<file path="src/rtl/freq_sweep_ctrl.sv">
// freq_sweep_ctrl
// Drives the 32-bit freq_set word of the phase-accumulator divider through a
// programmed sweep. It runs from f_start to f_stop in f_step increments and
// holds each point for max(dwell,1) cycles. Both endpoints are clamped to
// FMAX = CLKREF/2.
//
// Optional feature: define FREQ_SWEEP_PINGPONG_EN to sweep back to f_start
// after f_stop. The turnaround point is held only once.
//
// Ports:
//   clk, rst          system clock, synchronous active-high reset
//   start, abort      sweep request (IDLE only) / terminate (any state)
//   f_start, f_stop   sweep endpoints in Hz (latched at start)
//   f_step, dwell     step magnitude in Hz, cycles per point (latched)
//   freq_set          frequency word to the divider
//   freq_valid, busy  sweep active flags
//   done, step_stb    completion pulse / new-point pulse
//   dbg_state_o       current FSM state, for observation only
//
// Handshake: start is sampled on a rising edge while in IDLE with abort low.
// busy rises after that edge and stays high until the edge that enters DONE
// or takes abort. done pulses for one cycle on normal completion only.
module freq_sweep_ctrl #(
    parameter logic [31:0] CLKREF = 32'd256_000_000
) (
    input  logic        clk,
    input  logic        rst,
    input  logic        start,
    input  logic        abort,
    input  logic [31:0] f_start,
    input  logic [31:0] f_stop,
    input  logic [31:0] f_step,
    input  logic [31:0] dwell,
    output logic [31:0] freq_set,
    output logic        freq_valid,
    output logic        busy,
    output logic        done,
    output logic        step_stb,
    output logic [1:0]  dbg_state_o
);

    localparam logic [31:0] FMAX = CLKREF >> 1;

    typedef enum logic [1:0] {
        S_IDLE  = 2'd0,
        S_DWELL = 2'd1,
        S_DONE  = 2'd2
    } state_t;

    state_t      state_q, state_d;
    logic [31:0] freq_q, freq_d;
    logic [31:0] cnt_q, cnt_d;
    logic [31:0] reload_q, reload_d;
    logic [31:0] step_q, step_d;
    logic [31:0] end_q, end_d;
    logic        up_q, up_d;
    logic        busy_q, busy_d;
    logic        valid_q, valid_d;
    logic        done_q, done_d;
    logic        stb_q, stb_d;
`ifdef FREQ_SWEEP_PINGPONG_EN
    logic [31:0] home_q, home_d;   // clamped f_start, target of the return leg
    logic        ret_q, ret_d;     // set once the return leg has begun
`endif

    logic [31:0] fs_clamped;
    logic [31:0] fe_clamped;

    assign fs_clamped = (f_start > FMAX) ? FMAX : f_start;
    assign fe_clamped = (f_stop  > FMAX) ? FMAX : f_stop;

    // One step from cur toward tgt in 33-bit arithmetic. Overshoot, overflow
    // or underflow all saturate to tgt, and a zero step jumps straight there.
    function automatic logic [31:0] next_point(input logic [31:0] cur,
                                               input logic [31:0] step,
                                               input logic [31:0] tgt,
                                               input logic        up);
        logic [32:0] res;
        logic [31:0] pt;
        if (up) begin
            res = {1'b0, cur} + {1'b0, step};
            pt  = (res[32] || res[31:0] > tgt) ? tgt : res[31:0];
        end else begin
            res = {1'b0, cur} - {1'b0, step};
            pt  = (res[32] || res[31:0] < tgt) ? tgt : res[31:0];
        end
        if (step == 32'd0) begin
            pt = tgt;
        end
        return pt;
    endfunction

    always_comb begin
        state_d  = state_q;
        freq_d   = freq_q;
        cnt_d    = cnt_q;
        reload_d = reload_q;
        step_d   = step_q;
        end_d    = end_q;
        up_d     = up_q;
        busy_d   = busy_q;
        valid_d  = valid_q;
        done_d   = 1'b0;
        stb_d    = 1'b0;
`ifdef FREQ_SWEEP_PINGPONG_EN
        home_d   = home_q;
        ret_d    = ret_q;
`endif

        case (state_q)
            S_IDLE: begin
                if (start) begin
                    step_d   = f_step;
                    end_d    = fe_clamped;
                    up_d     = (fe_clamped >= fs_clamped);
                    reload_d = (dwell == 32'd0) ? 32'd0 : dwell - 32'd1;
                    cnt_d    = (dwell == 32'd0) ? 32'd0 : dwell - 32'd1;
                    freq_d   = fs_clamped;
                    busy_d   = 1'b1;
                    valid_d  = 1'b1;
                    stb_d    = 1'b1;
                    state_d  = S_DWELL;
`ifdef FREQ_SWEEP_PINGPONG_EN
                    home_d   = fs_clamped;
                    ret_d    = 1'b0;
`endif
                end
            end

            S_DWELL: begin
                if (cnt_q != 32'd0) begin
                    cnt_d = cnt_q - 32'd1;
                end else if (freq_q == end_q) begin
`ifdef FREQ_SWEEP_PINGPONG_EN
                    // Turn around at f_stop unless the sweep is a single point.
                    if (!ret_q && (home_q != end_q)) begin
                        ret_d  = 1'b1;
                        end_d  = home_q;
                        up_d   = ~up_q;
                        freq_d = next_point(freq_q, step_q, home_q, ~up_q);
                        cnt_d  = reload_q;
                        stb_d  = 1'b1;
                    end else begin
                        state_d = S_DONE;
                        done_d  = 1'b1;
                        busy_d  = 1'b0;
                        valid_d = 1'b0;
                    end
`else
                    state_d = S_DONE;
                    done_d  = 1'b1;
                    busy_d  = 1'b0;
                    valid_d = 1'b0;
`endif
                end else begin
                    freq_d = next_point(freq_q, step_q, end_q, up_q);
                    cnt_d  = reload_q;
                    stb_d  = 1'b1;
                end
            end

            S_DONE: begin
                // start in this cycle is deliberately dropped.
                state_d = S_IDLE;
            end

            default: begin
                state_d = S_IDLE;
            end
        endcase

        // abort overrides everything, including a start in the same cycle.
        if (abort) begin
            state_d = S_IDLE;
            freq_d  = 32'd0;
            busy_d  = 1'b0;
            valid_d = 1'b0;
            stb_d   = 1'b0;
            done_d  = 1'b0;
        end
    end

    always_ff @(posedge clk) begin
        if (rst) begin
            state_q  <= S_IDLE;
            freq_q   <= 32'd0;
            cnt_q    <= 32'd0;
            reload_q <= 32'd0;
            step_q   <= 32'd0;
            end_q    <= 32'd0;
            up_q     <= 1'b0;
            busy_q   <= 1'b0;
            valid_q  <= 1'b0;
            done_q   <= 1'b0;
            stb_q    <= 1'b0;
`ifdef FREQ_SWEEP_PINGPONG_EN
            home_q   <= 32'd0;
            ret_q    <= 1'b0;
`endif
        end else begin
            state_q  <= state_d;
            freq_q   <= freq_d;
            cnt_q    <= cnt_d;
            reload_q <= reload_d;
            step_q   <= step_d;
            end_q    <= end_d;
            up_q     <= up_d;
            busy_q   <= busy_d;
            valid_q  <= valid_d;
            done_q   <= done_d;
            stb_q    <= stb_d;
`ifdef FREQ_SWEEP_PINGPONG_EN
            home_q   <= home_d;
            ret_q    <= ret_d;
`endif
        end
    end

    assign freq_set    = freq_q;
    assign freq_valid  = valid_q;
    assign busy        = busy_q;
    assign done        = done_q;
    assign step_stb    = stb_q;
    assign dbg_state_o = state_q;

endmodule
</file>
<file path="config.mk">
export PLATFORM = sky130hd
export DESIGN_NAME = freq_sweep_ctrl
export DESIGN_NICKNAME = d
export VERILOG_FILES = /design/src/rtl/freq_sweep_ctrl.sv
export SDC_FILE = /design/constraint.sdc
export NUM_CORES = 1
export LEC_CHECK = 0
export ABC_AREA = 0
export CAP_MARGIN = 5
export CORE_MARGIN = 1
export CORE_UTILIZATION = 40
export CTS_BUF_LIST = sky130_fd_sc_hd__clkbuf_16
export CTS_CLUSTER_DIAMETER = 200
export DETAILED_ROUTE_END_ITERATION = 16
export PLACE_DENSITY = 0.68
export SLEW_MARGIN = 40
export SYNTH_ARGS = -nofsm -noshare
export SYNTH_HDL_FRONTEND = slang
export SYNTH_SLANG_ARGS = --single-unit
</file>
<file path="constraint.sdc">
create_clock -name clk -period 6.3 [get_ports clk]
set_input_delay 0.945 -clock clk [delete_from_list [all_inputs] [get_ports clk]]
set_output_delay 0.945 -clock clk [all_outputs]
set_load 0.02 [all_outputs]
</file>
== Word-level counts from Yosys, hierarchy flattened ==
Cells that the tools add are included.
Storage, ports and cells
  word-level logic and storage cells: 69
  input bits: 132
  register bits after elaboration: 166
  output and inout port bits: 38
Operators by class
  reduce and logical (&&, ||, !) cells: 14
  equality and inequality tests: 7
  muxes and demuxes: 28
  bitwise operators: 1
  add/subtract/negate cells: 4
  order comparisons: 5
Operators with widths (number)
  2-to-1 mux 32 bit: 13
  one-hot mux 32 bit (2 select lines): 2
  greater-than comparator 32 x 27 -> 1 bit (second input constant): 2
  logical NOT 32 bit: 2
  subtractor 32 x 1 -> 32 bit (second input constant): 2
  adder 32 x 32 -> 33 bit: 1
  subtractor 32 x 32 -> 33 bit: 1
  == test 32 bit: 1
  greater-or-equal comparator 32 bit: 1
  greater-than comparator 32 bit: 1
  < comparator 32 bit: 1
  nonzero test 32 bit: 1
  inequality test 2 bit (second input constant): 4
  AND reduction 4 bit: 2
  2-to-1 mux 1 bit: 7
  2-to-1 mux 2 bit: 3
  AND reduction 3 bit: 2
  one-hot mux 1 bit (2 select lines): 2
  one-hot mux 2 bit (2 select lines): 1
  OR reduction 4 bit: 1
  inequality test 3 bit (second input constant): 1
  == test 2 x 1 -> 1 bit (second input constant): 1
  logical NOT 2 bit: 1
  logical OR 1 bit: 2
  4 further kinds: 4

== Depth between registers and ports, before layout ==
  depth in word-level cells: 9
  gate-level depth with buffers: 23
  depth with buffers taken out: 21

== Worst setup path after synthesis ==
Ideal clock, no wire load.
  path type: register -> register
  from: register freq_q[0], in the netlist freq_set[0]
  to: register freq_q[9], in the netlist freq_set[9]
  path buffers: 2
  arrival: 4990 ps
  stages on the path, launching flop included: 23
  path slack: 1219 ps
  required time: 6209 ps
  setup time: 91 ps
  period minus slack after synthesis: 5081 ps
  path through: dfxtp_1 > ha_1 > fa_1 > nor2b_1 > o311a_1 > or4_1 > a211oi_1 > o211ai_1 > nand2_1 > nor4_1 > nor2_1 > xnor2_1 > ha_1 > nand4_1 > nor4_1 > nand2b_1 > a31oi_1 > a21o_1 > buf_1 > clkbuf_1 > nor3_1 > a211o_1 > a311oi_1
On the way
  longest elaborated chain between the ends: 9
  elaborated cells on any way between the ends: 16
  classes of those cells: 2 x add/sub; 2 x order compare; 2 x eq/ne; 7 x mux; 3 x reduce/logical
Ends and longest elaborated chain
  start, declared: RTL line 51  | logic [31:0] freq_q, freq_d;
  start signal, assigned: RTL line 202  | freq_q <= freq_d;
  subtractor 32 x 32 -> 33 bit or adder 32 x 32 -> 33 bit (tied branches): RTL line 84, 81
  < comparator 32 bit or greater-than comparator 32 bit (tied branches): RTL line 85, 82
  logical OR 1 bit (on tied branches): RTL line 85, 82
  2-to-1 mux 32 bit (on tied branches): RTL line 85, 82
  2-to-1 mux 32 bit: RTL line 80  | if (up) begin
  2-to-1 mux 32 bit: RTL line 87  | if (step == 32'd0) begin
  2-to-1 mux 32 bit: RTL line 133  | end else if (freq_q == end_q) begin
  2-to-1 mux 32 bit: RTL line 131  | if (cnt_q != 32'd0) begin
  one-hot mux 32 bit (2 select lines): RTL line 110  | case (state_q)
Several ways; a longest one is shown, not always the timed one. The select of a mux whose other input is x is not followed.
A chain may end at the register's enable or synchronous reset.

== Final worst setup path ==
  from: register freq_q[0], in the netlist freq_set[0]
  to: register freq_q[4], in the netlist freq_set[4]
Same word-level chain as after synthesis.

==> results.toml <==
[power]
power.density_nw_per_um2 = 187
leakage_nw = 7.36
ir_drop_uv = 213

[sta]
drv_slew = 0
max_freq_mhz = 165
tightestPinTransition_ns = 0.827
tns_ns = 0
clock_skew_ns = 0.0214
hold_viol_final = 0
fin_crit_sh_pct = 96.2
setup_viol = 0
rsz0062_at_grt = "false"
period_needed_ns = 6.06
slew_headroom_pct = 44.8

[route]
routed_via_density = 6.20
drtPass1Iterations = 7
antenna_left = 0
drt_iter0_drc = 2057
via_count = 17600
drc_errors = 0
wl_um = 64800
wl_per_cell_um = 22.8

[critical_path]
crit_family = "compound AO/OA/AOI/OAI gates"
slowest_delay_ns = 0.61
crit_required_ns = 6.63
path_buf_inv = 1
slowest_stage = "or4_1"
crit_type = "reg2reg"
path_depth = 19
path_cells = "ha_1, fa_1, nor2b_1, o311a_1, or4_1, a211oi_2, o21ai_2, a31oi_1, xor2_1, ha_1, nand4_1, a21oi_1, a2111oi_0, o211ai_1, a21oi_2, nand2_1, buf_4, a211o_1, a311oi_2"
r2r_cells = 19
crit_path_max_fanout = 16
worstSetupEndpointType = "flop"
crit_top_cell = "ha_1"
cp_data_arrival_time_ns = 6.39
crit_path_start_kind = "flop"

[synth]
async_flop_share_pct = 0
synth_top_cell_by_area = "dfxtp_1"
synth.area.mux_share_pct = 1.62
yosys.area_share.simple_pct = 24.8
synthFlopType = "dfxtp_1"
synth_cell_type_count = 86
synth_edf_count = 0
ys_ff_latch = 166
yosysSeqAreaShare_pct = 21.1
syn_area_sq_um = 15800
syn_area_per_cell_sq_um = 7.25
synth_top_cell_area_share_pct = 21.1
synthMostInstantiatedCell = "nand2_1"
yosys-top-cells-area = "dfxtp_1 (21%), ha_1 (13%), a21oi_1 (7.5%), nand2_1 (6.5%), xnor2_1 (5.7%)"
synth-compound-area-share_pct = 26.5
yosys.area_share.adder_pct = 13.0
synth_xor_area_share_pct = 7.10
synth_common_cells = "nand2_1 (275), a21oi_1 (235), nor2_1 (178)"
synth_top_family_by_area = "compound AO/OA/AOI/OAI gates"
ys_warn_count = 0
syn_inst = 2178

[clock_network]
cts-root-buf = "clkbuf_16"
cts-htree-levels = 4
cts_tree = "done"
clockBufferDepth = 2
numCtsBuffers = 17
clk_pin_slew_ns = 0.08
post_cts_buffers = 0
ctsHoldBuffers = 0
cts_sinks = 166
cts_resized = 0
clk_latency_ns = 0.47

[grt]
grt_pass1_wl_um = 97600
grtUsageMet1_pct = 42.0
grt_pass1_vias = 16300
grt_overflow = 0
grt_max_degree = 74
track_usage_pct = 31.4
met3_usage_pct = 5.58
grt_busiest_layer = "met2"
antenna_found_initial = 1
grt_use_met2_pct = 48.9

[floorplanning]
num_io_pins = 170
core_area_sq_um = 38700
die_w_um = 201
start_util_pct = 40.7
num_rows = 72
die_h_um = 201
die-area_sq_um = 40300

[layout]
area_growth_pct = 18.9
seq_area_sq_um = 3320
finalNetCount = 2602
diodes = 0
utilization_pct = 48.5
multiInputGateArea_sq_um = 11700
nFillCells = 3864
drive_above_1_share_pct = 6.42
instances_no_fill = 2838

[place]
routabilityCongestion = 1.03
numPlacedInstances = 2806
hpwlAfterDp_um = 50800
io_buffers = 169

[run_status]
status = "completed"

[min_path]
whs_path_depth = 2
min_path_type = "reg2reg"

[run]
drv_cap = 0
==> cells in the final DEF (no fill, tap or decap), types with 38 or more instances in the layout <==
master	Yosys	routed
dfxtp_1	166	166
xnor2_1	103	103
buf_4	3	61
nor3_1	98	97
a21oi_1	235	234
clkdlybuf4s50_1	0	168
a211oi_1	56	56
nor4_1	42	42
o21ai_0	94	94
nor2_1	178	175
inv_1	105	105
nand2_1	275	274
ha_1	161	161
nand4_1	40	40
a21o_1	38	38
==> flip-flops by register name (all words and copies together) (netlist names) <==
register,cells
cnt_q,32
end_q,32
freq_set,32
reload_q,32
step_q,32
dbg_state_o,2
done,1
freq_valid,1
step_stb,1
up_q,1
==> stage by stage <==
stage | hold WS (ns) | power (mW) | worst slack [ns] | area (sq um)
6_report | 0.466 | 3.51 | 0.240 | 18800
5_1_grt | 0.481 | 3.66 | 0.0542 | 18800
4_1_cts | 0.461 | 3.48 | 0.0908 | 18700
3_5_place_dp | 0.451 | 2.40 | 0.129 | 18200
3_3_place_gp | 0.440 | 2.39 | 0.141 | 18100
2_1_floorplan | 0.431 | 1.94 | 1.22 | 15800
==> final cells by class <==
class / instances / share of cell area [%]
flip-flops and latches: 166 / 17.7
repair buffers: 230 / 11.5
clock buffers: 17 / 2.27
clock inverters: 15 / 0.833
well taps: 518 / 3.45
multi-input cells: 1784 / 62.1
inverters: 108 / 2.16
==> final timing paths <==
path / startpoint / to / slack, ns
min: reload_q[7] / reload_q[7] / 0.47
max reg2reg: freq_set[0] / freq_set[4] / 0.24
max: freq_set[0] / freq_set[4] / 0.24
min reg2reg: reload_q[7] / reload_q[7] / 0.47
==> report_power, final <==
part / internal, mW / switching (mW)
Sequential: 1.10 / 0.0587
Clock: 0.531 / 0.547
Combinational: 0.488 / 0.780
Total: 2.12 / 1.39
==> worst reg2reg max path: stages, from the launching register on <==
cell,delay (ns)
dfxtp_1,0.38
ha_1,0.26
fa_1,0.40
nor2b_1,0.17
o311a_1,0.31
or4_1,0.61
a211oi_2,0.34
o21ai_2,0.19
a31oi_1,0.25
xor2_1,0.32
ha_1,0.31
nand4_1,0.17
a21oi_1,0.09
a2111oi_0,0.47
o211ai_1,0.27
a21oi_2,0.39
nand2_1,0.09
buf_4,0.24
a211o_1,0.32
a311oi_2,0.36
==> routing by layer <==
| layer | share of wire, % | routed length (um) | vias to the layer above |
|---|---|---|---|
| met3 | 8.7 | 5660 | 145 |
| li1 | - | - | 8189 |
| met2 | 44 | 28600 | 953 |
| met4 | 4.4 | 2850 | 2 |
| met5 | 0.020 | 13 | - |
| met1 | 43 | 27700 | 8300 |
==> cells by family (layout without fill, tap and decap cells) <==
kind of cell | Yosys count | after routing
DFF | 166 | 166
xor gates and xnor gates | 128 | 128
muxes | 24 | 24
AOI/OAI and AO/OA | 645 | 645
other | 2 | 10
and+or+nand+nor | 814 | 814
buffers and inverters | 236 | 370
adders and majority gates | 163 | 163
No activity file was read; power rests on OpenSTA's default activity.
